**config.mk**
```make
export PLATFORM = sky130hd
export DESIGN_NAME = h80bus_arbiter
export DESIGN_NICKNAME = d
export VERILOG_FILES = /design/src/rtl/h80bus_arbiter.sv
export SDC_FILE = /design/constraint.sdc
export NUM_CORES = 1
export LEC_CHECK = 0
export ABC_AREA = 1
export ABC_CLOCK_PERIOD_IN_PS = 9350
export CAP_MARGIN = 10
export CORE_MARGIN = 5
export CORE_UTILIZATION = 46
export DETAILED_ROUTE_END_ITERATION = 7
export HOLD_SLACK_MARGIN = 0.15
export PLACE_DENSITY = 0.9
export SKIP_CTS_REPAIR_TIMING = 1
export SLEW_MARGIN = 40
export SYNTH_ARGS = -nofsm -noshare
export SYNTH_HDL_FRONTEND = slang
export SYNTH_SLANG_ARGS = --single-unit
```
**constraint.sdc**
```tcl
create_clock -name clk -period 9.35 [get_ports clk]
set_input_delay 2.805 -clock clk [delete_from_list [all_inputs] [get_ports clk]]
set_output_delay 2.805 -clock clk [all_outputs]
set_load 0.01 [all_outputs]
```
**src/rtl/h80bus_arbiter.sv**
```systemverilog
// h80bus_arbiter: two-master round-robin arbiter and single-transaction sequencer
// for the h80 peripheral bus, with wait_n stretching and a bounded access timeout.
module h80bus_arbiter #(
   parameter int BUS_ADDR_WIDTH = 16,
   parameter int BUS_CMD_WIDTH  = 3,
   parameter int BUS_DATA_WIDTH = 16,
   parameter int TIMEOUT_CYCLES = 255
) (
   input  logic                      clk,
   input  logic                      reset,

   input  logic                      m0_req,
   input  logic [BUS_ADDR_WIDTH-1:0] m0_addr,
   input  logic [BUS_CMD_WIDTH-1:0]  m0_cmd,
   input  logic                      m0_wr,
   input  logic [BUS_DATA_WIDTH-1:0] m0_wdata,
   output logic [BUS_DATA_WIDTH-1:0] m0_rdata,
   output logic                      m0_ack,
   output logic                      m0_err,

   input  logic                      m1_req,
   input  logic [BUS_ADDR_WIDTH-1:0] m1_addr,
   input  logic [BUS_CMD_WIDTH-1:0]  m1_cmd,
   input  logic                      m1_wr,
   input  logic [BUS_DATA_WIDTH-1:0] m1_wdata,
   output logic [BUS_DATA_WIDTH-1:0] m1_rdata,
   output logic                      m1_ack,
   output logic                      m1_err,

   output logic                      bus_ce_n,
   output logic [BUS_ADDR_WIDTH-1:0] bus_addr,
   output logic [BUS_CMD_WIDTH-1:0]  bus_cmd,
   output logic [BUS_DATA_WIDTH-1:0] bus_wdata,
   output logic                      bus_oe,
   input  logic [BUS_DATA_WIDTH-1:0] bus_rdata,
   input  logic                      bus_wait_n
);

   typedef enum logic [1:0] {
      IDLE    = 2'd0,
      ACCESS  = 2'd1,
      RELEASE = 2'd2
   } state_t;

   localparam bit TIMEOUT_EN = (TIMEOUT_CYCLES != 0);
   localparam int CNT_W      = (TIMEOUT_CYCLES > 0) ? $clog2(TIMEOUT_CYCLES + 1) : 1;
   localparam logic [CNT_W-1:0] CNT_LAST =
      (TIMEOUT_CYCLES > 0) ? CNT_W'(TIMEOUT_CYCLES - 1) : {CNT_W{1'b0}};
   localparam logic [CNT_W-1:0] CNT_MAX  = {CNT_W{1'b1}};
   localparam logic [CNT_W-1:0] CNT_ONE  = CNT_W'(1);

   state_t                    state;
   logic                      last_grant;
   logic                      cur_port;
   logic                      cur_wr;
   logic [CNT_W-1:0]          count;

   logic                      grant_valid;
   logic                      grant_port;
   logic [BUS_ADDR_WIDTH-1:0] sel_addr;
   logic [BUS_CMD_WIDTH-1:0]  sel_cmd;
   logic                      sel_wr;
   logic [BUS_DATA_WIDTH-1:0] sel_wdata;
   logic                      timeout_hit;

   // Round-robin pick: on a tie the port that did not win last time goes next.
   always_comb begin
      grant_valid = m0_req | m1_req;
      if (m0_req && m1_req) begin
         grant_port = ~last_grant;
      end else if (m1_req) begin
         grant_port = 1'b1;
      end else begin
         grant_port = 1'b0;
      end

      if (grant_port) begin
         sel_addr  = m1_addr;
         sel_cmd   = m1_cmd;
         sel_wr    = m1_wr;
         sel_wdata = m1_wdata;
      end else begin
         sel_addr  = m0_addr;
         sel_cmd   = m0_cmd;
         sel_wr    = m0_wr;
         sel_wdata = m0_wdata;
      end
   end

   // Timeout fires on the TIMEOUT_CYCLES-th ACCESS cycle, unless disabled.
   always_comb begin
      if (TIMEOUT_EN) begin
         timeout_hit = (count == CNT_LAST);
      end else begin
         timeout_hit = 1'b0;
      end
   end

   // Transaction sequencer: grant, hold the bus through wait/timeout, then turn around.
   always_ff @(posedge clk or posedge reset) begin
      if (reset) begin
         state      <= IDLE;
         last_grant <= 1'b1;
         cur_port   <= 1'b0;
         cur_wr     <= 1'b0;
         count      <= {CNT_W{1'b0}};
         bus_ce_n   <= 1'b1;
         bus_oe     <= 1'b0;
         bus_addr   <= {BUS_ADDR_WIDTH{1'b0}};
         bus_cmd    <= {BUS_CMD_WIDTH{1'b0}};
         bus_wdata  <= {BUS_DATA_WIDTH{1'b0}};
         m0_ack     <= 1'b0;
         m0_err     <= 1'b0;
         m0_rdata   <= {BUS_DATA_WIDTH{1'b0}};
         m1_ack     <= 1'b0;
         m1_err     <= 1'b0;
         m1_rdata   <= {BUS_DATA_WIDTH{1'b0}};
      end else begin
         case (state)
            IDLE: begin
               if (grant_valid) begin
                  bus_addr   <= sel_addr;
                  bus_cmd    <= sel_cmd;
                  bus_wdata  <= sel_wdata;
                  bus_oe     <= sel_wr;
                  bus_ce_n   <= 1'b0;
                  cur_wr     <= sel_wr;
                  cur_port   <= grant_port;
                  last_grant <= grant_port;
                  count      <= {CNT_W{1'b0}};
                  state      <= ACCESS;
               end else begin
                  state <= IDLE;
               end
            end

            ACCESS: begin
               if (bus_wait_n) begin
                  if (!cur_wr) begin
                     if (cur_port) begin
                        m1_rdata <= bus_rdata;
                     end else begin
                        m0_rdata <= bus_rdata;
                     end
                  end else begin
                     state <= ACCESS;
                  end
                  if (cur_port) begin
                     m1_ack <= 1'b1;
                     m1_err <= 1'b0;
                  end else begin
                     m0_ack <= 1'b1;
                     m0_err <= 1'b0;
                  end
                  bus_ce_n <= 1'b1;
                  bus_oe   <= 1'b0;
                  state    <= RELEASE;
               end else if (timeout_hit) begin
                  if (cur_port) begin
                     m1_ack   <= 1'b1;
                     m1_err   <= 1'b1;
                     m1_rdata <= {BUS_DATA_WIDTH{1'b1}};
                  end else begin
                     m0_ack   <= 1'b1;
                     m0_err   <= 1'b1;
                     m0_rdata <= {BUS_DATA_WIDTH{1'b1}};
                  end
                  bus_ce_n <= 1'b1;
                  bus_oe   <= 1'b0;
                  state    <= RELEASE;
               end else if (count != CNT_MAX) begin
                  count <= count + CNT_ONE;
               end else begin
                  count <= count;
               end
            end

            RELEASE: begin
               m0_ack <= 1'b0;
               m0_err <= 1'b0;
               m1_ack <= 1'b0;
               m1_err <= 1'b0;
               state  <= IDLE;
            end

            default: begin
               bus_ce_n <= 1'b1;
               bus_oe   <= 1'b0;
               m0_ack   <= 1'b0;
               m0_err   <= 1'b0;
               m1_ack   <= 1'b0;
               m1_err   <= 1'b0;
               state    <= IDLE;
            end
         endcase
      end
   end

endmodule

```
-- After elaboration in Yosys (flattened, before gate mapping)
Cells that the tools add are included.
- bits in registers: 86
- input port bits: 93
- output and inout bits: 73
- word-level logic and storage cells: 97
- add/subtract/negate cells: 1
- eq/ne operators: 12
- mux-type cells: 51
- bitwise operators: 5
- reduce and logical (&&, ||, !) cells: 12
- operators by type and width (kind ; number):
    $mux 16 ; 12
    $mux 8 ; 4
    $mux 1 ; 24
    $pmux 8 s2 ; 1
    $ne 2x2->1 const B ; 7
    $reduce_and 3->1 ; 3
    $add 8x1->8 const B ; 1
    $eq 8x8->1 const B ; 1
    $ne 8x8->1 const B ; 1
    $pmux 1 s2 ; 4
    $reduce_and 4->1 ; 2
    $pmux 1 s3 ; 2
    $reduce_and 5->1 ; 1
    $mux 2 ; 2
    $not 1->1 ; 4
    $pmux 2 s2 ; 1
    $reduce_and 2->1 ; 2
    $reduce_bool 2->1 ; 2
    $mux 3 ; 1
    $ne 3x3->1 const B ; 1
    $eq 2x1->1 const B ; 1
    $eq 2x2->1 const B ; 1
    $logic_not 2->1 ; 1
    $logic_and 1x1->1 ; 1
    $or 1x1->1 ; 1

-- Logic depth before layout (Yosys ltp)
- depth after elaboration: 5
- mapped depth: 10
- mapped depth without buffers: 10

-- Least setup slack after synthesis
No wires, ideal clock.
- path kind: input -> register
- start: input port m1_req
- end: register bus_addr[0]
- setup time: 76 ps
- arrival: 3561 ps
- data required time: 9274 ps
- path slack: 5712 ps
- stages on the path: 6
- path buffers: 1
- path through: nor2_1 nor2_4 inv_2 clkbuf_1 nand2_1 o21ai_1
- longest elaborated chain between the ends: 3
- elaborated cells on any way between the ends: 6
- classes of those cells: mux (3); bitwise (1); reduce/logical (2)
- RTL lines (item ; RTL line ; source):
    start: declaration ; 21 ; input logic m1_req,
    $mux 1 / $logic_and 1x1->1 (equally long branches) ; 71, 69 ;
    $mux 1 ; 69 ; if (m0_req && m1_req) begin
    $mux 16 ; 77 ; if (grant_port) begin
    end signal: assignment ; 109 ; bus_addr <= {BUS_ADDR_WIDTH{1'b0}};
    end signal: assignment ; 122 ; bus_addr <= sel_addr;
    end: declaration ; 31 ; output logic [BUS_ADDR_WIDTH-1:0] bus_addr,
Parallel ways exist; a longest one is shown, timed or not.
A chain may end at the register's enable or synchronous reset.

-- Worst setup path in the final report
- start: input port m1_req
- end: register count[6]
- longest elaborated chain between the ends: 3
- RTL lines (item ; RTL line ; source):
    $or 1x1->1 ; 68 ; grant_valid = m0_req | m1_req;
    $ne 2x2->1 (no source line) ; - ;
    $reduce_and 5->1 (no source line) ; - ;
    end signal: assignment ; 106 ; count <= {CNT_W{1'b0}};
    end signal: assignment ; 130 ; count <= {CNT_W{1'b0}};
    end signal: assignment ; 172 ; count <= count + CNT_ONE;
    end: declaration ; 56 ; logic [CNT_W-1:0] count;
No other way between the ends.

==> results.toml <==
[run_status]
status = "finished clean"

[placed_design]
place_area_sq_mm = 0.00552
io_buffer_count = 165
hpwlAfterDp_mm = 8.22
gp_congestion = 0.949
post-place-ws_ns = 4.19

[timing]
worst_pin_slew_ns = 0.714
rsz0062_at_grt = "false"
fin_skew_ns = 0.0137
finalCriticalPeriod_ns = 4.85
timing.final.crit_share_pct = 51.8
slew_viol_final = 0
setup_viol = 0
clock.fmax_mhz = 206
setup_slack_ns = 4.50
relSlewSlack_pct = 52.3
final.setup.tns_ns = 0
hold_viol_final = 0

[worst_setup_path]
reg2reg_from = "state[1]"
end_kind = "register"
path_cells = "clkdlybuf4s50_1, nor2_1, nor2_4, inv_2, nand2_2, nand2_2, nand2_1, nand2_1"
r2r_slack_ns = 6.83
crit_type = "primary input to register"
path_buf_inv = 2
required_ns = 9.59
cp.depth = 8
crit_path_max_incr_delay_ns = 0.57
reg2reg_depth = 8
critical_path.top_delay_family = "simple AND/OR/NAND/NOR gates"
crit_fanout = 42
start_kind = "primary input"
crit_path_start = "m1_req"
slowest_stage = "nor2_4"
arrival_ns = 5.09

[route]
routedWlPerCell_um = 15.1
drtIter0Drc = 147
drt-total-wl_mm = 10.9
vias = 3726
firstDrtPassIters = 5
drc = 0
via_per_inst = 5.16
postRouteAntennaNets = 0

[synthesis]
netlist_area_sq_mm = 0.00384
ys_warn_count = 0
yosys_most_used_dff = "dfrtp_1"
synth_edf_count = 0
yosys.area.top_type_share_pct = 54.7
yosys-top-cells-count = "nand2_1, o21ai_1, dfrtp_1"
synth_seq_area_share_pct = 56.1
netlist-cell-type-count = 23
avgSynthCellArea_sq_um = 8.47
async_flop_share_pct = 100
ys_seq_elements = 86
syn_nets = 549
synth_area_leaders = "dfrtp_1, o21ai_1, nand2_1"
synth_most_common_cell = "nand2_1"
yosysTopAreaCell = "dfrtp_1"
synthCells = 454

[global_route]
antenna_found_initial = 0
busiest_layer = "met2"
grtUsageMet2_pct = 36.2
met3_usage_pct = 7.85
gr-usage-all-layers_pct = 21.6
grtUsageMet1_pct = 25.2
grt_pass1_wl_mm = 17.7
overflow = 0
grt_pass1_vias = 3859
grt_max_degree = 87

[power]
power_switching_mw = 0.666
clkPwrFrac_pct = 14.8
ir_worst_vdd_uv = 150
power_density_mw_per_mm2 = 303
p_comb_share_pct = 47.8
power_frac_seq_pct = 37.3
p_sw_share_pct = 38.4
p_leak_nw = 2.54
intPower_mw = 1.07

[cts]
clk_latency_ns = 0.36
cts_made_buffers = 9
htreeDepth = 3
path_clk_slew_ns = 0.10
cts_tree = "yes"
cts_sinks = 86
cts_buffer_depth = 2
cts-root-buf = "clkbuf_8"

[floorplan]
die_area_sq_mm = 0.0103
initial_utilization_pct = 47.0
dieHeight_um = 101
core.rowCount = 33
io_pins = 166
die_x_um = 101
core_sq_mm = 0.00818

[min_path]
min_from = "last_grant"
hp-class = "register to register"
hold_depth = 2

[run]
drv_cap = 0

[finish]
antenna_cells = 0
nNetsFinal = 707
syn_to_final_growth_pct = 48.8
layout-drive-gt1-share_pct = 6.32
postLayoutCellArea_sq_mm = 0.00572
n_fill_cell = 604
-- cells in the final DEF (no fill, tap or decap), drive strengths merged --
cell           netlist  final
nand3               11     11
nor3b                1      1
nor2                74     74
or2                  1      1
ha                   2      2
clkdlybuf4s50        0    165
dfstp                2      2
clkinv               0      5
buf                 14      1
a21oi                3      3
o21ai              110    110
clkbuf               6     10
nand3b               1      1
nand2              125    125
xor2                 2      2
inv                 18     20
dfrtp               84     84
-- logic make-up (layout without fill, tap and decap cells) --
family | Yosys count | after routing | share of synthesized area [%]
AND/OR/NAND/NOR | 213 | 213 | 23.0
AO/OA/AOI/OAI | 113 | 113 | 14.7
flip-flops | 86 | 86 | 56.1
buffers and inverters | 38 | 201 | 5.14
adder cells (fa/ha/maj) | 2 | 2 | 0.651
XOR/XNOR | 2 | 2 | 0.456
-- layout make-up --
type	count	area (sq um)	share of cell area (%)
Timing Repair Buffer	167	1670	29.2
Inverter	18	68.8	1.20
Multi-Input combinational cell	330	1490	26.1
Clock inverter	7	76.3	1.33
Tap cell	105	131	2.30
Sequential cell	86	2150	37.7
Clock buffer	9	124	2.17
-- final timing paths --
kind,endpoint
setup / recovery,count[6]
min in group asynchronous,m0_rdata[0]
hold / removal,last_grant
hold reg to reg,last_grant
setup reg to reg,count[6]
max in group asynchronous,bus_wdata[5]
-- per-layer routing --
metal	share of wire, %	up-vias
met1	38	1742
met3	10	20
met5	0	-
met2	50	173
li1	-	1791
met4	1.9	0
-- worst reg2reg max path: cells and delay by family, from the launching register on --
kind / cells / cell delay [ns]
buf+inv: 2 / 0.58
simple gates: 6 / 1.39
flops: 1 / 0.44
-- metrics by stage --
step	hold slack [ns]	util (%)	power, mW	cells
final	0.481	70.0	1.73	722
after global routing	0.486	70.0	1.86	722
after CTS	0.483	69.9	1.75	722
after detailed placement	0.468	67.5	1.49	706
after global placement	0.464	67.4	1.45	706
after floorplan	0.443	-	1.04	454
-- power groups by stage --
stage                     Combinational [mW]  Sequential, mW  Clock [mW]
after floorplan                        0.330           0.713           0
after global placement                 0.805           0.645           0
after detailed placement               0.837           0.653           0
after CTS                              0.840           0.647       0.262
after global routing                   0.914           0.669       0.277
final                                  0.829           0.648       0.257
-- state kept, by name (all words and copies together) (netlist names), 2 cells and up --
signal	cells
count	8
state	2
bus_wdata	16
m1_rdata	16
bus_cmd	3
m0_rdata	16
bus_addr	16
Note: power is estimated with default switching activity, not from simulation.
